[src/rtl/branch_predictor.sv]
// branch_predictor: direct-mapped table of 2-bit counters and targets.
// Combinational lookup for IF; trained by branches resolved in ID.
module branch_predictor #(
    parameter int ADDR_W  = 32,
    parameter int ENTRIES = 16,
    parameter int IDX_W   = $clog2(ENTRIES),
    parameter int TAG_W   = ADDR_W - IDX_W - 2,
    parameter int CNT_W   = 16
) (
    input  logic              clk_i,
    input  logic              rst_i,
    input  logic [ADDR_W-1:0] pc_i,
    output logic              hit_o,
    output logic              pred_taken_o,
    output logic [ADDR_W-1:0] pred_target_o,
    input  logic              upd_valid_i,
    input  logic [ADDR_W-1:0] upd_pc_i,
    input  logic              upd_taken_i,
    input  logic [ADDR_W-1:0] upd_target_i,
    input  logic              upd_pred_taken_i,
    input  logic [ADDR_W-1:0] upd_pred_target_i,
    output logic              mispredict_o,
    output logic [ADDR_W-1:0] redirect_pc_o,
    output logic [CNT_W-1:0]  branch_cnt_o,
    output logic [CNT_W-1:0]  miss_cnt_o
);

    localparam logic [1:0]       CTR_RST   = 2'b01;
    localparam logic [1:0]       CTR_ALLOC = 2'b10;
    localparam logic [CNT_W-1:0] CNT_MAX   = '1;

    logic [ENTRIES-1:0] valid_q;
    logic [TAG_W-1:0]   tag_q [ENTRIES];
    logic [ADDR_W-1:0]  tgt_q [ENTRIES];
    logic [1:0]         ctr_q [ENTRIES];

    logic [CNT_W-1:0] branch_cnt_q, branch_cnt_d;
    logic [CNT_W-1:0] miss_cnt_q, miss_cnt_d;

    logic [IDX_W-1:0] rd_idx;
    logic [TAG_W-1:0] rd_tag;
    logic [IDX_W-1:0] wr_idx;
    logic [TAG_W-1:0] wr_tag;
    logic             wr_hit;
    logic             wr_en;
    logic [1:0]       ctr_d;
    logic [ADDR_W-1:0] tgt_d;

    // Byte-offset bits of the PCs carry no information for lookup.
    logic unused_pc_bits;
    assign unused_pc_bits = ^{pc_i[1:0], upd_pc_i[1:0]};

    assign rd_idx = pc_i[IDX_W+1:2];
    assign rd_tag = pc_i[ADDR_W-1:IDX_W+2];
    assign wr_idx = upd_pc_i[IDX_W+1:2];
    assign wr_tag = upd_pc_i[ADDR_W-1:IDX_W+2];
    assign wr_hit = valid_q[wr_idx] && (tag_q[wr_idx] == wr_tag);

    // Lookup: read pre-update contents, no bypass from a same-cycle write.
    always_comb begin
        hit_o         = valid_q[rd_idx] && (tag_q[rd_idx] == rd_tag);
        pred_taken_o  = hit_o && ctr_q[rd_idx][1];
        pred_target_o = pred_taken_o ? tgt_q[rd_idx]
                                     : pc_i + ADDR_W'(4);
    end

    // Training: saturating counter step on hit, allocate on taken miss.
    always_comb begin
        wr_en = 1'b0;
        ctr_d = ctr_q[wr_idx];
        tgt_d = tgt_q[wr_idx];
        if (upd_valid_i) begin
            if (wr_hit) begin
                wr_en = 1'b1;
                if (upd_taken_i) begin
                    ctr_d = (ctr_q[wr_idx] == 2'b11) ? 2'b11
                          : ctr_q[wr_idx] + 2'b01;
                    tgt_d = upd_target_i;
                end else begin
                    ctr_d = (ctr_q[wr_idx] == 2'b00) ? 2'b00
                          : ctr_q[wr_idx] - 2'b01;
                end
            end else if (upd_taken_i) begin
                wr_en = 1'b1;
                ctr_d = CTR_ALLOC;
                tgt_d = upd_target_i;
            end
        end
    end

    // Flush request and the correct fetch address for the flush.
    always_comb begin
        mispredict_o  = upd_valid_i &&
                        ((upd_pred_taken_i != upd_taken_i) ||
                         (upd_taken_i && upd_pred_taken_i &&
                          (upd_pred_target_i != upd_target_i)));
        redirect_pc_o = upd_taken_i ? upd_target_i
                                    : upd_pc_i + ADDR_W'(4);
    end

    // Saturating statistics counters.
    always_comb begin
        branch_cnt_d = branch_cnt_q;
        miss_cnt_d   = miss_cnt_q;
        if (upd_valid_i && branch_cnt_q != CNT_MAX) begin
            branch_cnt_d = branch_cnt_q + 1'b1;
        end
        if (mispredict_o && miss_cnt_q != CNT_MAX) begin
            miss_cnt_d = miss_cnt_q + 1'b1;
        end
    end

    // Table storage; reset overrides any concurrent update.
    always_ff @(posedge clk_i) begin
        if (rst_i) begin
            valid_q <= '0;
            for (int i = 0; i < ENTRIES; i++) begin
                tag_q[i] <= '0;
                tgt_q[i] <= '0;
                ctr_q[i] <= CTR_RST;
            end
        end else if (wr_en) begin
            valid_q[wr_idx] <= 1'b1;
            tag_q[wr_idx]   <= wr_tag;
            tgt_q[wr_idx]   <= tgt_d;
            ctr_q[wr_idx]   <= ctr_d;
        end
    end

    // Statistics registers.
    always_ff @(posedge clk_i) begin
        if (rst_i) begin
            branch_cnt_q <= '0;
            miss_cnt_q   <= '0;
        end else begin
            branch_cnt_q <= branch_cnt_d;
            miss_cnt_q   <= miss_cnt_d;
        end
    end

    assign branch_cnt_o = branch_cnt_q;
    assign miss_cnt_o   = miss_cnt_q;

endmodule
[config.mk]
export PLATFORM = sky130hd
export DESIGN_NAME = branch_predictor
export DESIGN_NICKNAME = d
export VERILOG_FILES = /design/src/rtl/branch_predictor.sv
export SDC_FILE = /design/constraint.sdc
export NUM_CORES = 2
export LEC_CHECK = 0
export CORE_AREA = 4 4 306 308
export DETAILED_ROUTE_END_ITERATION = 8
export DIE_AREA = 0 0 310 312
export DONT_BUFFER_PORTS = 1
export PLACE_DENSITY = 0.83
export SLEW_MARGIN = 0
export SYNTH_ARGS = -nofsm -noshare
export SYNTH_HDL_FRONTEND = slang
export SYNTH_SLANG_ARGS = --single-unit
[constraint.sdc]
create_clock -name clk_i -period 5.6 [get_ports clk_i]
set_input_delay 0.56 -clock clk_i [delete_from_list [all_inputs] [get_ports clk_i]]
set_output_delay 0.56 -clock clk_i [all_outputs]
set_load 0.1 [all_outputs]
Word-level counts from Yosys, hierarchy flattened

Memories as Yosys holds them, arrays and structs flattened.
Index checks and enable logic that the tools add are counted.

ROM bits: 0
Register bits after elaboration: 48
Memories: 3
Memory bits (writable): 960
Logic and storage cells: 73
Bits in latches: 0
Bits of input ports: 133
Output and inout bits: 99

$add $sub $neg: 6
$mul: 0
Divide/modulo/power cells: 0
Mux-type cells: 33
Order comparisons: 3
Reduce and logical (&&, ||, !) cells: 15
Shift operators: 0
Equal/unequal tests: 9
Bitwise operators: 1

Memory list:

| name  | depth | width | read ports | clocked after Yosys merged registers in | wr ports | line | text |
|---|---|---|---|---|---|---|---|
| tgt_q | 16    | 32    | 1          | 0                                       | 16       | 34   | `logic [ADDR_W-1:0] tgt_q [ENTRIES];` |
| tag_q | 16    | 26    | 2          | 0                                       | 16       | 33   | `logic [TAG_W-1:0] tag_q [ENTRIES];` |
| ctr_q | 16    | 2     | 2          | 0                                       | 16       | 35   | `logic [1:0] ctr_q [ENTRIES];` |

Operators by type and width:

| kind                                                                         | number |
|---|---|
| 32-bit two-way mux                                                           | 5 |
| 32-bit by 3-bit adder with 32-bit output, second input constant              | 2 |
| 26-bit == test                                                               | 2 |
| 16-bit by 1-bit adder with 16-bit output, second input constant              | 2 |
| 16-bit != test, second input constant                                        | 2 |
| 32-bit != test                                                               | 1 |
| 32-bit OR reduction                                                          | 1 |
| 26-bit two-way mux                                                           | 1 |
| 26-bit OR reduction                                                          | 1 |
| 16-bit OR                                                                    | 1 |
| 1-bit two-way mux                                                            | 14 |
| 2-bit two-way mux                                                            | 7 |
| 4-bit two-way mux                                                            | 3 |
| 4-bit by 5-bit less-than comparator with 1-bit output, second input constant | 2 |
| 1-bit logical AND                                                            | 9 |
| 1-bit binary-select mux with 4-bit select                                    | 2 |
| 1-bit demux with 4-bit select                                                | 1 |
| 4-bit by 1-bit >= comparator with 1-bit output, second input constant        | 1 |
| 3-bit AND reduction                                                          | 1 |
| 2-bit by 1-bit adder with 2-bit output, second input constant                | 1 |
| 2-bit == test, second input constant                                         | 1 |
| 2-bit logical NOT                                                            | 1 |
| 2-bit != test, second input constant                                         | 1 |
| 2-bit OR reduction                                                           | 1 |
| 4 further kinds                                                              | 4 |

Depth between registers and ports, before layout

Depth after elaboration: 11
Gate-level depth with buffers: 17
Mapped depth without buffers: 10

Worst setup path after synthesis

Ideal clock, no wire load.

Path kind: input port to output port
From: input upd_pc_i[4]
To: output redirect_pc_o[29]
Setup slack: -338 ps
Cell stages on the path: 13
Required time: 5040 ps
Buffers on the path: 5
Data arrival time: 5378 ps
Cell sequence: buf_2 buf_2 clkbuf_1 buf_2 buf_2 nand2_1 nor4_1 nor2b_1 nand2_1 nor2_1 nand3_1 xnor2_1 o21ai_0

Word-level cells in the longest chain between the ends: 2

Ends and longest elaborated chain:

| element                                  | line | text |
|---|---|---|
| start, declared                          | 17   | `input logic [ADDR_W-1:0] upd_pc_i,` |
| 32-bit by 3-bit adder with 32-bit output | 98   | `: upd_pc_i + ADDR_W'(4);` |
| 32-bit two-way mux                       | 97   | `redirect_pc_o = upd_taken_i ? upd_target_i` |
| end, declared                            | 23   | `output logic [ADDR_W-1:0] redirect_pc_o,` |

Every way passes these cells.

==> results.cfg <==
[grt]
grt_max_degree = 245
antenna_found_initial = 8
grt_pass1_vias = 33513
grt_usage_pct = 34.49
grt-ovfl-total = 0
grt_pass1_wl_mm = 237.8

[final_layout]
area_growth_pct = 9.560
multiInputGateArea_um2 = 21560
fill_cells = 6172
seq_area_um2 = 29790
fin_util_pct = 63.05
drive_gt1_share_pct = 23.57
final_net_count = 3649

[critical_path]
worst-setup-path-type = reg2out
crit_arrival_ns = 4.61
required_ns = 5.04
crit_buf_inv = 1
crit_path_top_delay_cell = mux4_2
path_cells = mux4_1 > mux4_2 > xnor2_1 > nand2_1 > or3b_1 > or4_4 > nor3_4 > buf_12 > mux2_2
cp_top_family = multiplexers
slowest_delay_ns = 0.60
start_kind = flip-flop
crit_fanout = 32
worstSetupEndpointType = output pin

[routing]
drc_errors = 0
routedWlPerCell_um = 35.08
drt_iter0_drc = 5868
vias_per_cell = 7.088
ant_nets = 0
vias = 33866
dr.pass1.iters = 6
drt_wl_total_mm = 167.6

[yosys]
ys_seq_area_share_pct = 56.81
synth_edf_count = 960
synth-seq-cells = 1008
synth_top_area_share_pct = 54.98
netlist_area_um2 = 52430
avgSynthCellArea_um2 = 14.59
synth-async-reset-ratio_pct = 0
synth_ff_type = edfxtp_1
yosys.area.top_type = edfxtp_1
synth_commonest_cells = 960 x edfxtp_1, 855 x and2_1, 340 x mux4_2
synth_nets = 3734
yosys_warnings = 0
synth_cells = 3593
ys_types = 67
yosysMostFrequentCell = edfxtp_1
ys_top_cells_by_area = edfxtp_1 55%, mux4_2 15%, and2_1 10%

[sta]
tightest_slew_ns = 1.255
rsz0062_at_grt = false
fin_skew_ns = 0.03688
clock.fmax_mhz = 193.4
holdWs_ns = 0.03627
slew_headroom_pct = 16.04
min_period_ns = 5.170
finalCritPeriodShare_pct = 92.33
finalMaxSlewViolations = 0
finalWorstSetupSlack_ns = 0.4295
hold_viol_final = 0
finalSetupViolCount = 0

[clocking]
clk_pin_slew_ns = 0.07
cts_setup_buffers = 0
cts_root_buf = clkbuf_16
numCtsBuffers = 101
htree_levels = 3
clkSinkCount = 1008
clk_path_buf_depth = 3
insertion_delay_ns = 0.71
cts_tree = built

[power]
ir_drop_mv = 0.2653
p_leak_nw = 19.74
pwr_density_cell_nw_per_um2 = 308.1

[die]
core_area_um2 = 91110
start_util_pct = 57.55
io_pins = 232
dieArea_um2 = 96720
chipHeight_um = 312
die_w_um = 310
row_count = 111

[placement]
preCtsSetupSlack_ns = 0.8084
io_buffers = 0
hpwl_mm = 101.8
place.gp.congestion = 1.003

[status]
status = finished, final reports clean

[flow_run]
maxCapViolCount = 0

[hold_path]
min_path_type = in2reg
state kept, by name, indices dropped and copies added, names as in the netlist:
name	count
branch_cnt_o	16
ctr_q	32
miss_cnt_o	16
valid_q	16
tgt_q	512
tag_q	416
layer usage:
metal  share of wire (%)  track usage (%)  up-vias
li1                    -                -    13316
met1                  31            43.56    16697
met2                  44            50.60     3196
met3                  17            13.17      645
met4                 7.6            21.16       12
met5               0.050                0        -
final cells by class:
cell class,instances,share of cell area [%]
clock buffer,117,4.504
sequential,1008,51.86
clock inverter,67,1.424
multi-input combinational,2248,37.53
antenna,3,0.01307
tap,1186,2.583
timing repair buffer,128,1.956
inverter,21,0.1372
final timing paths:
check	from	endpoint	slack, ns	cells after the start
worst max-delay path	tag_q[14][14]	pred_target_o[0]	0.43	9
worst min-delay path	upd_target_i[26]	tgt_q[4][26]	0.04	1
worst max register to register	tag_q[11][12]	ctr_q[8][0]	0.84	9
worst min register to register	valid_q[6]	valid_q[6]	0.48	1
kinds of logic (layout without fill, tap and decap cells):
family,count (synthesis),after routing,share of synthesized area [%]
simple gates,1328,1328,15.53
flops,1008,1008,56.81
mux,532,532,18.95
buf+inv,337,333,3.076
compound gates,215,215,2.675
xor+xnor,164,164,2.739
fa+ha+maj,9,9,0.2100
other cells,0,3,0
power breakdown:
part | internal, mW | switching, mW
Combinational | 0.735 | 1.10
Sequential | 8.63 | 0.198
Clock | 4.00 | 3.03
Total | 13.4 | 4.33
stage by stage:
step           power [mW]  cells  area (µm²)  TNS (ns)
3_5_place_dp        10.74   4590       54010         0
4_1_cts             17.64   4775       57440         0
3_3_place_gp        10.69   4590       54010         0
2_1_floorplan       10.36   3593       52440    -24.08
5_1_grt             18.07   4775       57440         0
6_report            17.70   4778       57450         0
repair_timing:
action                                 4_1_cts  5_1_grt
hold buffers                                 1        0
resized for setup                            0        0
endpoints found under the hold margin       32        0
cells in the final DEF, fill, tap and decap left out, types with 9 or more instances in the layout:
master / Yosys / final
mux2i_1: 136 / 135
a21o_1: 21 / 21
xor2_1: 82 / 82
clkinv_2: 0 / 21
nor2_4: 8 / 13
inv_1: 16 / 15
and2_1: 855 / 855
nor3_1: 38 / 32
a21oi_1: 36 / 35
nor4_1: 16 / 16
nand2_1: 107 / 107
nand3_1: 39 / 39
nor2b_1: 28 / 28
edfxtp_1: 960 / 960
a22o_1: 9 / 9
buf_4: 17 / 115
clkinv_1: 3 / 16
a211oi_1: 21 / 21
or3_1: 10 / 10
nand4_1: 29 / 29
xnor2_1: 82 / 82
nor3_2: 71 / 75
mux4_2: 340 / 340
buf_12: 4 / 13
o21ai_0: 68 / 13
nor2_1: 77 / 58
clkbuf_1: 202 / 16
a221oi_1: 13 / 13
clkbuf_16: 0 / 101
a22oi_1: 27 / 27
o21ai_2: 0 / 29
mux2_2: 14 / 14
nor2_2: 0 / 14
mux2_4: 29 / 29
dfxtp_1: 48 / 48
o21ai_4: 0 / 26
bufinv_16: 0 / 14
and3_1: 16 / 16
mux4_1: 12 / 12
Power figures use the tool's default switching activity.
